===== config.mk =====
export PLATFORM = sky130hd
export DESIGN_NAME = bootrom_fetch
export DESIGN_NICKNAME = d
export VERILOG_FILES = /design/src/rtl/bootrom_fetch.sv
export SDC_FILE = /design/constraint.sdc
export NUM_CORES = 1
export LEC_CHECK = 0
export CAP_MARGIN = 40
export CORE_AREA = 2 2 181 183
export CTS_CLUSTER_SIZE = 12
export DETAILED_ROUTE_END_ITERATION = 16
export DIE_AREA = 0 0 183 185
export HOLD_SLACK_MARGIN = 0.05
export PLACE_DENSITY_LB_ADDON = 0.3
export SYNTH_ARGS = -nofsm -noshare
export SYNTH_HDL_FRONTEND = slang
export SYNTH_SLANG_ARGS = --single-unit

===== constraint.sdc =====
create_clock -name clk -period 3.7 [get_ports clk]
set_input_delay 0.925 -clock clk [delete_from_list [all_inputs] [get_ports clk]]
set_output_delay 0.925 -clock clk [all_outputs]
set_load 0.005 [all_outputs]

===== src/rtl/bootrom_fetch.sv =====
// -----------------------------------------------------------------------------
// bootrom_fetch
//
// Instruction fetch front-end sitting directly behind the boot ROM. It owns the
// program counter, drives the ROM byte address, captures the ROM's registered
// read data one cycle later and hands one 32-bit instruction per fetch to
// decode through a 2-entry valid/ready queue. A redirect (branch or trap)
// flushes everything and restarts fetch at a new PC. A PC that is misaligned or
// runs past the end of the ROM stops fetching and, once the pipeline has
// drained, raises a sticky fault that only a redirect or reset clears.
//
// Ports
//   clk             rising-edge clock
//   rst_n           asynchronous active-low reset
//   rom_addr        ROM byte address, low bits of the current PC
//   rom_rdata       ROM read data, valid the cycle after rom_addr
//   redirect_valid  load redirect_pc and flush all fetch state
//   redirect_pc     redirect target
//   inst_valid      instruction available at the queue head
//   inst_ready      decode accepts the head this cycle
//   inst            instruction word at the queue head
//   inst_pc         PC of inst, or the faulting PC while fetch_fault is high
//   fetch_fault     sticky misaligned / out-of-ROM fault
// -----------------------------------------------------------------------------
module bootrom_fetch #(
   parameter  int                XLEN            = 64,
   parameter  int                BROM_SIZE_BYTES = 4096,
   parameter  logic [XLEN-1:0]   RESET_VECTOR    = '0,
   localparam int                ADDRWIDTH       = $clog2(BROM_SIZE_BYTES)
) (
   input  logic                  clk,
   input  logic                  rst_n,
   output logic [ADDRWIDTH-1:0]  rom_addr,
   input  logic [XLEN-1:0]       rom_rdata,
   input  logic                  redirect_valid,
   input  logic [XLEN-1:0]       redirect_pc,
   output logic                  inst_valid,
   input  logic                  inst_ready,
   output logic [31:0]           inst,
   output logic [XLEN-1:0]       inst_pc,
   output logic                  fetch_fault
);

   // Fetch state
   logic [XLEN-1:0] pc_q;
   logic [XLEN-1:0] inflight_pc_q;
   logic            inflight_q;
   logic            fault_q;

   // Two-entry output queue; entry 0 is always the head
   logic [1:0]      count_q;
   logic [31:0]     head_inst_q;
   logic [XLEN-1:0] head_pc_q;
   logic [31:0]     tail_inst_q;
   logic [XLEN-1:0] tail_pc_q;

   // Combinational control
   logic [XLEN:0]   pc_end;
   logic            pc_legal;
   logic            pop;
   logic            push;
   logic [2:0]      occupancy;
   logic            issue;

   // Only the low word of the ROM read data carries the instruction; the rest
   // of the bus is deliberately ignored.
   logic [XLEN-1:0] unused_rdata;
   assign unused_rdata = rom_rdata;

   // A PC is fetchable when it is word aligned and the whole 4-byte word lies
   // inside the ROM. The end address is formed one bit wider than the PC so a
   // PC near the top of the address space cannot wrap around and look legal.
   assign pc_end   = {1'b0, pc_q} + (XLEN+1)'(4);
   assign pc_legal = (pc_q[1:0] == 2'b00) &&
                     (pc_end <= (XLEN+1)'(BROM_SIZE_BYTES));

   // The queue head is presented whenever it holds something, except while
   // faulted; in that state the port reports the offending PC instead.
   assign inst_valid  = (count_q != 2'd0) && !fault_q;
   assign inst        = head_inst_q;
   assign inst_pc     = fault_q ? pc_q : head_pc_q;
   assign fetch_fault = fault_q;
   assign rom_addr    = pc_q[ADDRWIDTH-1:0];

   // A new fetch is only launched when the queue is guaranteed to have room for
   // its response, counting what is already queued, what is in flight and what
   // decode is taking this cycle. That is what lets a response always be pushed
   // without any back-pressure on the ROM side.
   assign pop       = inst_valid && inst_ready;
   assign push      = inflight_q;
   assign occupancy = {1'b0, count_q} + {2'b00, inflight_q} - {2'b00, pop};
   assign issue     = !redirect_valid && !fault_q && pc_legal &&
                      (occupancy < 3'd2);

   // PC and in-flight tracking. A redirect wins over everything and also drops
   // any response still in flight so stale data can never reach the queue.
   always_ff @(posedge clk or negedge rst_n) begin
      if (!rst_n) begin
         pc_q          <= RESET_VECTOR;
         inflight_q    <= 1'b0;
         inflight_pc_q <= '0;
      end else if (redirect_valid) begin
         pc_q          <= redirect_pc;
         inflight_q    <= 1'b0;
      end else if (issue) begin
         pc_q          <= pc_q + XLEN'(4);
         inflight_q    <= 1'b1;
         inflight_pc_q <= pc_q;
      end else begin
         inflight_q    <= 1'b0;
      end
   end

   // Output queue. Responses land in the first free slot; a pop shifts the tail
   // into the head. When both happen together the new word goes wherever the
   // shift leaves room, so the order of instructions is always preserved.
   always_ff @(posedge clk or negedge rst_n) begin
      if (!rst_n) begin
         count_q     <= 2'd0;
         head_inst_q <= '0;
         head_pc_q   <= '0;
         tail_inst_q <= '0;
         tail_pc_q   <= '0;
      end else if (redirect_valid) begin
         count_q     <= 2'd0;
      end else begin
         case ({push, pop})
            2'b10: begin
               if (count_q == 2'd0) begin
                  head_inst_q <= rom_rdata[31:0];
                  head_pc_q   <= inflight_pc_q;
               end else begin
                  tail_inst_q <= rom_rdata[31:0];
                  tail_pc_q   <= inflight_pc_q;
               end
               count_q <= count_q + 2'd1;
            end
            2'b01: begin
               head_inst_q <= tail_inst_q;
               head_pc_q   <= tail_pc_q;
               count_q     <= count_q - 2'd1;
            end
            2'b11: begin
               if (count_q == 2'd1) begin
                  head_inst_q <= rom_rdata[31:0];
                  head_pc_q   <= inflight_pc_q;
               end else begin
                  head_inst_q <= tail_inst_q;
                  head_pc_q   <= tail_pc_q;
                  tail_inst_q <= rom_rdata[31:0];
                  tail_pc_q   <= inflight_pc_q;
               end
            end
            default: begin
            end
         endcase
      end
   end

   // Sticky fault. An illegal PC simply stops issue; the fault itself is only
   // raised once everything fetched before it has been handed to decode, so
   // valid instructions ahead of the bad PC are never lost.
   always_ff @(posedge clk or negedge rst_n) begin
      if (!rst_n) begin
         fault_q <= 1'b0;
      end else if (redirect_valid) begin
         fault_q <= 1'b0;
      end else if (!pc_legal && (count_q == 2'd0) && !inflight_q) begin
         fault_q <= 1'b1;
      end
   end

endmodule


==> impl_metrics.ini, run 1 <==
[synthesis]
synth.lib_cells_used.distinct = 62
synthesis.area_mm2 = 0.0154
synth_top_family_by_area = multiplexers
synth_compound_gate_area_share_pct = 6.79
post_synth.cell_area_avg_um2 = 11.4
yosysTopAreaCell = sky130_fd_sc_hd__dfrtp_1
yosys_warnings = 0
synthSimpleGateAreaFrac_pct = 13.4
yosysSeqAreaShare_pct = 52.6
synth-edff-count = 0
post_synth_fa_ha_maj_area_fraction_pct = 0.455
yosys_register_bits = 324
synthesis.instances = 1349
synth_mux_area_share_pct = 22.4
cells_taking_the_most_area_after_synthesis = sky130_fd_sc_hd__dfrtp_1 53%, sky130_fd_sc_hd__mux2_2 16%, sky130_fd_sc_hd__mux2i_1 6.4%, sky130_fd_sc_hd__a21oi_1 3.4%, sky130_fd_sc_hd__nor2_1 3.2%
synth-xor-area-share_pct = 1.25
synthArstFlopShare_pct = 100
ys_dominant_reg_cell = sky130_fd_sc_hd__dfrtp_1
synth_top_area_share_pct = 52.6
syn-num-nets = 1486

[routing]
via_per_inst = 5.64
drt-initial-drc-count = 689
num_vias = 11638
drc = 0
route.layer.met1.wl_um = 18000
routed.top_layer = met4
total_length_of_routed_met3_wires_um = 2380
routed_wire_length_per_instance_um = 19.7
drt_pass1_iterations = 4
postRouteAntennaNets = 0
wl_met2_um = 19500
routed_wl_um = 40700

[sta]
fin_crit_ns = 3.58
setup-violations-final = 0
timing.hold.ws_ns = 0.459
max_slew.worst_pin.slew_ns = 0.865
min_period_over_period_pct = 96.7
slew-limit-headroom_pct = 42.4
finalHoldViolCount = 0
maxClockFrequency_mhz = 279
final_max_slew_viol_count = 0
fin_worst_skew_ns = 0.0120

[setup_path]
max_stage_delay_ns = 0.55
critPathKind = register to register
path_max_fanout = 5
timing.critical_path.required_ns = 4.14
endpoint_kind = register
worst_path_max_delay_cell = sky130_fd_sc_hd__or4_4
r2r_slack_ns = 0.12
critical_path.top_delay_family = simple AND/OR/NAND/NOR gates
path_cells = ha_1 > and4_1 > nand2_1 > or4_4 > buf_4 > nor3_2 > mux2i_2 > nand4b_1 > or4_4 > or4_1 > a31oi_1
timing.critical_path.buf_inv = 1
crit_path_start_kind = register
cp_common_cell = sky130_fd_sc_hd__or4_4
worst_ep_arrival_time_ns = 4.02

[power]
p_sw_w = 0.00217
swShare_pct = 24.6
power_density_of_the_placed_cells_mw_per_mm2 = 440
power.share.clock_pct = 39.0
combPwrFrac_pct = 16.1
vdd_drop_max_mv = 0.410
p_leak_nw = 9.47
power.internal_w = 0.00665
seq_power_share_pct = 44.9

[place]
io_port_bufs = 209
detailedPlacementHpwl_um = 27300
routabilityCongestion = 0.922
placed_area_mm2 = 0.0187

[die]
placementRows = 66
die_area_mm2 = 0.0339
die_height_um = 185
floorplan.io_pins = 242
core_area_mm2 = 0.0320
chipWidth_um = 183
start_util_pct = 48.1

[clock_tree]
postCtsHoldBufs = 0
cts_max_path_buffers = 3
htree_levels = 2
tritoncts_clock_tree = done
clkTransAtPathRegs_ns = 0.06
cts_buffers = 36
worst_skew_pair.late_latency_ns = 0.52
cts_sinks = 324
clockRootBuffer = sky130_fd_sc_hd__clkbuf_16

[global_route]
global_route_wire_length_before_repair_um = 64900
first_global_vias = 12073
pin_count_of_the_biggest_net_entering_global_routing = 107
grt_usage_pct = 24.3
antenna_found_initial = 0
globalRoute.totalOverflow = 0

[final_layout]
layout.cells.most_common_list = 323 x sky130_fd_sc_hd__dfrtp_1, 218 x sky130_fd_sc_hd__mux2_2, 206 x sky130_fd_sc_hd__clkdlybuf4s50_1
stdcell_area_mm2 = 0.0201
mostFrequentLayoutCell = sky130_fd_sc_hd__dfrtp_1
area_growth_pct = 30.2
core_util_final_pct = 62.6
n_antenna_cell = 0
final_nets = 1774
proportion_of_layout_cells_with_a_drive_suffix_above_1_pct = 26.9

[status]
result_of_the_run = finished clean

[min_path]
worst_hold_path_type = input pin to async pin

[run]
max_cap_violations = 0
==> what timing repair did <==
action	in CTS	in global routing
resized for setup	3	24
setup buffers	2	5
hold endpoints to repair	0	0
setup endpoints to repair	15	70
pin swaps	1	5
cloned	0	1
==> logic make-up after synthesis <==
logic type | after synthesis
buffers and inverters | 110
DFF | 324
and+or+nand+nor | 396
AOI/OAI and AO/OA | 175
adders and majority gates | 5
muxes | 317
xor gates and xnor gates | 22
==> layout make-up <==
type,count,area [µm²]
fill,2575,12000
sequential,324,8110
multi-input combinational,915,6980
timing repair buffer,345,3280
clock buffer,49,1020
tap,408,510
clock inverter,7,92.6
inverter,15,56.3
==> sequential cells by signal, indices dropped and copies added, names as in the netlist <==
register,count
head_pc_q,64
inflight_pc_q,64
pc_q,64
tail_pc_q,64
inst,32
tail_inst_q,32
count_q,2
fetch_fault,1
inflight_q,1
==> power groups by stage <==
stage               clock network, W  registers [W]  logic [W]
floorplan                          0        0.00400   0.000555
global placement                   0        0.00400    0.00138
detailed placement                 0        0.00401    0.00141
CTS                          0.00351        0.00395    0.00142
global route                 0.00367        0.00398    0.00155
finish                       0.00344        0.00396    0.00142
==> per-layer routing <==
metal | up-vias | global-route usage [%]
met5 | - | 0
met4 | 0 | 6.82
met3 | 62 | 4.86
met2 | 325 | 40.5
met1 | 5859 | 32.5
li1 | 5392 | -
==> metrics by stage <==
step	instances	TNS, ns	total power, W	worst slack [ns]
6_report	2063	0	0.00882	0.122
2_1_floorplan	1349	0	0.00455	0.0180
3_5_place_dp	1999	-9.29	0.00542	-0.487
3_3_place_gp	1998	-7.89	0.00539	-0.491
5_1_grt	2063	-0.00656	0.00921	-0.00656
4_1_cts	2057	0	0.00889	0.0230
==> final timing paths <==
| check | start | end | cells past startpoint |
|---|---|---|---|
| worst max-delay path | pc_q[3] | pc_q[8] | 11 |
| worst min-delay path | rst_n | inflight_pc_q[36] | 1 |
| worst max register to register | pc_q[3] | pc_q[8] | 11 |
| worst min register to register | tail_pc_q[63] | tail_pc_q[63] | 1 |
| max in group asynchronous | rst_n | head_pc_q[2] | 2 |
| min in group clk | tail_pc_q[63] | tail_pc_q[63] | 1 |
==> cell usage after synthesis (12+ instances only) <==
| cell | instances |
|---|---|
| sky130_fd_sc_hd__nor4_1 | 20 |
| sky130_fd_sc_hd__inv_1 | 15 |
| sky130_fd_sc_hd__mux2_2 | 218 |
| sky130_fd_sc_hd__a31oi_1 | 12 |
| sky130_fd_sc_hd__nor2_1 | 132 |
| sky130_fd_sc_hd__clkbuf_1 | 66 |
| sky130_fd_sc_hd__mux2i_1 | 99 |
| sky130_fd_sc_hd__nor3_1 | 23 |
| sky130_fd_sc_hd__dfrtp_1 | 324 |
| sky130_fd_sc_hd__a21oi_1 | 106 |
| sky130_fd_sc_hd__nand4_1 | 25 |
| sky130_fd_sc_hd__nand3_1 | 33 |
| sky130_fd_sc_hd__buf_4 | 12 |
| sky130_fd_sc_hd__and2_1 | 57 |
| sky130_fd_sc_hd__and3_1 | 12 |
| sky130_fd_sc_hd__nand2_1 | 43 |
| sky130_fd_sc_hd__xnor2_1 | 14 |
Note: power is estimated with default switching activity, not from simulation.
==> run 2: changes to the inputs <==
Settings changed: CORE_AREA 2 2 181 183 to 2 2 166 168, DIE_AREA 0 0 183 185 to 0 0 168 170, GPL_TIMING_DRIVEN set to 1.
Clock period 3.7 ns to 4.3 ns, I/O delays scaled along.
==> impl_metrics.ini, run 2 (synthesis gave the netlist of run 1 again) <==
[global_route]
antenna_found_initial = 0
globalRoute.totalOverflow = 0
grt_usage_pct = 26.8
first_global_vias = 11480
global_route_wire_length_before_repair_um = 61300
pin_count_of_the_biggest_net_entering_global_routing = 126

[run]
max_cap_violations = 0

[power]
power_density_of_the_placed_cells_mw_per_mm2 = 384
combPwrFrac_pct = 14.6
power.internal_w = 0.00553
seq_power_share_pct = 47.1
p_leak_nw = 8.98
swShare_pct = 24.6
p_sw_w = 0.00180
vdd_drop_max_mv = 0.305
power.share.clock_pct = 38.3

[clock_tree]
clockRootBuffer = sky130_fd_sc_hd__clkbuf_16
post_cts_buffers = 0
worst_skew_pair.late_latency_ns = 0.51
cts_buffers = 35
cts_sinks = 324
tritoncts_clock_tree = done
clkTransAtPathRegs_ns = 0.06
htree_levels = 2
cts_max_path_buffers = 3

[final_layout]
fill_cells = 1895
final_nets = 1691
area_growth_pct = 24.0
area.sequential_mm2 = 0.00811
proportion_of_layout_cells_with_a_drive_suffix_above_1_pct = 21.8
area_of_the_multi_input_gates_mm2 = 0.00686
post_layout_nonfiller_instances = 1916
n_antenna_cell = 0
mostFrequentLayoutCell = sky130_fd_sc_hd__dfrtp_1
core_util_final_pct = 71.6
layout.cells.most_common_list = 323 x sky130_fd_sc_hd__dfrtp_1, 218 x sky130_fd_sc_hd__mux2_2, 207 x sky130_fd_sc_hd__clkdlybuf4s50_1

[setup_path]
crit_path_start_kind = register
critPathKind = register to register
timing.critical_path.required_ns = 4.73
endpoint_kind = register
worst_ep_arrival_time_ns = 4.49
path_max_fanout = 10

[routing]
drt_pass1_iterations = 5
postRouteAntennaNets = 0
drt-initial-drc-count = 905
via_per_inst = 5.92
routed_wire_length_per_instance_um = 19.7
routed_wl_um = 37700
num_vias = 11341
drc = 0

[die]
start_util_pct = 57.8
chipWidth_um = 168
die_height_um = 170
floorplan.io_pins = 242
placementRows = 60
core_area_mm2 = 0.0267
die_area_mm2 = 0.0286

[status]
result_of_the_run = finished clean

[sta]
slew-limit-headroom_pct = 37.5
finalHoldViolCount = 0
min_period_over_period_pct = 94.4
setup-violations-final = 0
final_max_slew_viol_count = 0
maxClockFrequency_mhz = 246
max_slew.worst_pin.slew_ns = 0.937
fin_crit_ns = 4.06
fin_worst_skew_ns = 0.0139
grt_setup_unrepaired = no

[place]
routabilityCongestion = 0.929
placed_cells = 1858
io_port_bufs = 209
detailedPlacementHpwl_um = 25500

[min_path]
worst_hold_path_type = register to register
run 2: changes by cell type in the layout (fill, tap and decap cells not counted), sizes merged:
cell	delta
inv	+1
clkdlybuf4s50	+1
buf	-81
clkinv	+1
dlymetal6s2s	-1
bufinv	-1
run 2: worst paths after layout:
check                                    end  slack (ns)  cells after the start               from
hold reg to reg            inflight_pc_q[25]        0.50                      1  inflight_pc_q[25]
hold / removal             inflight_pc_q[25]        0.50                      1  inflight_pc_q[25]
max in group asynchronous      tail_pc_q[15]        2.74                      2              rst_n
min in group asynchronous  inflight_pc_q[44]        0.66                      1              rst_n
setup / recovery                     pc_q[8]        0.24                     10            pc_q[7]
setup reg to reg                     pc_q[8]        0.24                     10            pc_q[7]
run 2: stage by stage:
| step | worst slack, ns | power, W | TNS (ns) | instance area, µm² | hold WS, ns |
|---|---|---|---|---|---|
| floorplan | 0.363 | 0.00392 | 0 | 15400 | 0.470 |
| global placement | 0.00968 | 0.00453 | 0 | 18000 | 0.485 |
| detailed placement | -0.0426 | 0.00457 | -0.0426 | 18000 | 0.491 |
| CTS | 0.436 | 0.00740 | 0 | 19100 | 0.507 |
| global route | 0.0990 | 0.00763 | 0 | 19100 | 0.516 |
| finish | 0.240 | 0.00733 | 0 | 19100 | 0.502 |
run 2: critical path: stages (launching register included):
cell	delay, ns
sky130_fd_sc_hd__dfrtp_1	0.52
sky130_fd_sc_hd__nand4_1	0.33
sky130_fd_sc_hd__nor4_2	0.45
sky130_fd_sc_hd__nand4_1	0.16
sky130_fd_sc_hd__buf_4	0.19
sky130_fd_sc_hd__a2111oi_0	0.65
sky130_fd_sc_hd__o22ai_1	0.13
sky130_fd_sc_hd__nor4_1	0.40
sky130_fd_sc_hd__nand3_1	0.39
sky130_fd_sc_hd__or4_1	0.58
sky130_fd_sc_hd__a31oi_1	0.18
run 2: power groups by stage:
stage	combinational [W]	sequential, W	clock, W
floorplan	0.000477	0.00344	0
global placement	0.00104	0.00349	0
detailed placement	0.00106	0.00350	0
CTS	0.00108	0.00345	0.00287
global route	0.00116	0.00348	0.00299
finish	0.00107	0.00345	0.00281
run 2: final cells by class:
class                   count  share of cell area [%]
repair buffers            263                    13.5
flip-flops and latches    324                    42.5
inverters                  15                   0.295
multi-input cells         915                    35.9
clock buffers              50                    5.14
well taps                 341                    2.23
clock inverters             8                   0.400
run 2: layer usage:
| layer | global-route usage (%) | vias to the layer above | wire length (µm) | share of wire, % |
|---|---|---|---|---|
| li1 | - | 5239 | - | - |
| met1 | 37.3 | 5656 | 16500 | 44 |
| met2 | 43.9 | 386 | 18000 | 48 |
| met3 | 4.77 | 60 | 2440 | 6.5 |
| met4 | 7.07 | 0 | 791 | 2.1 |
| met5 | 0 | - | 0 | 0 |
run 2: repair_timing:
action	4_1_cts	5_1_grt
hold buffers	0	0
endpoints found under the setup margin	0	13
resized for setup	0	2
hold endpoints to repair	0	0
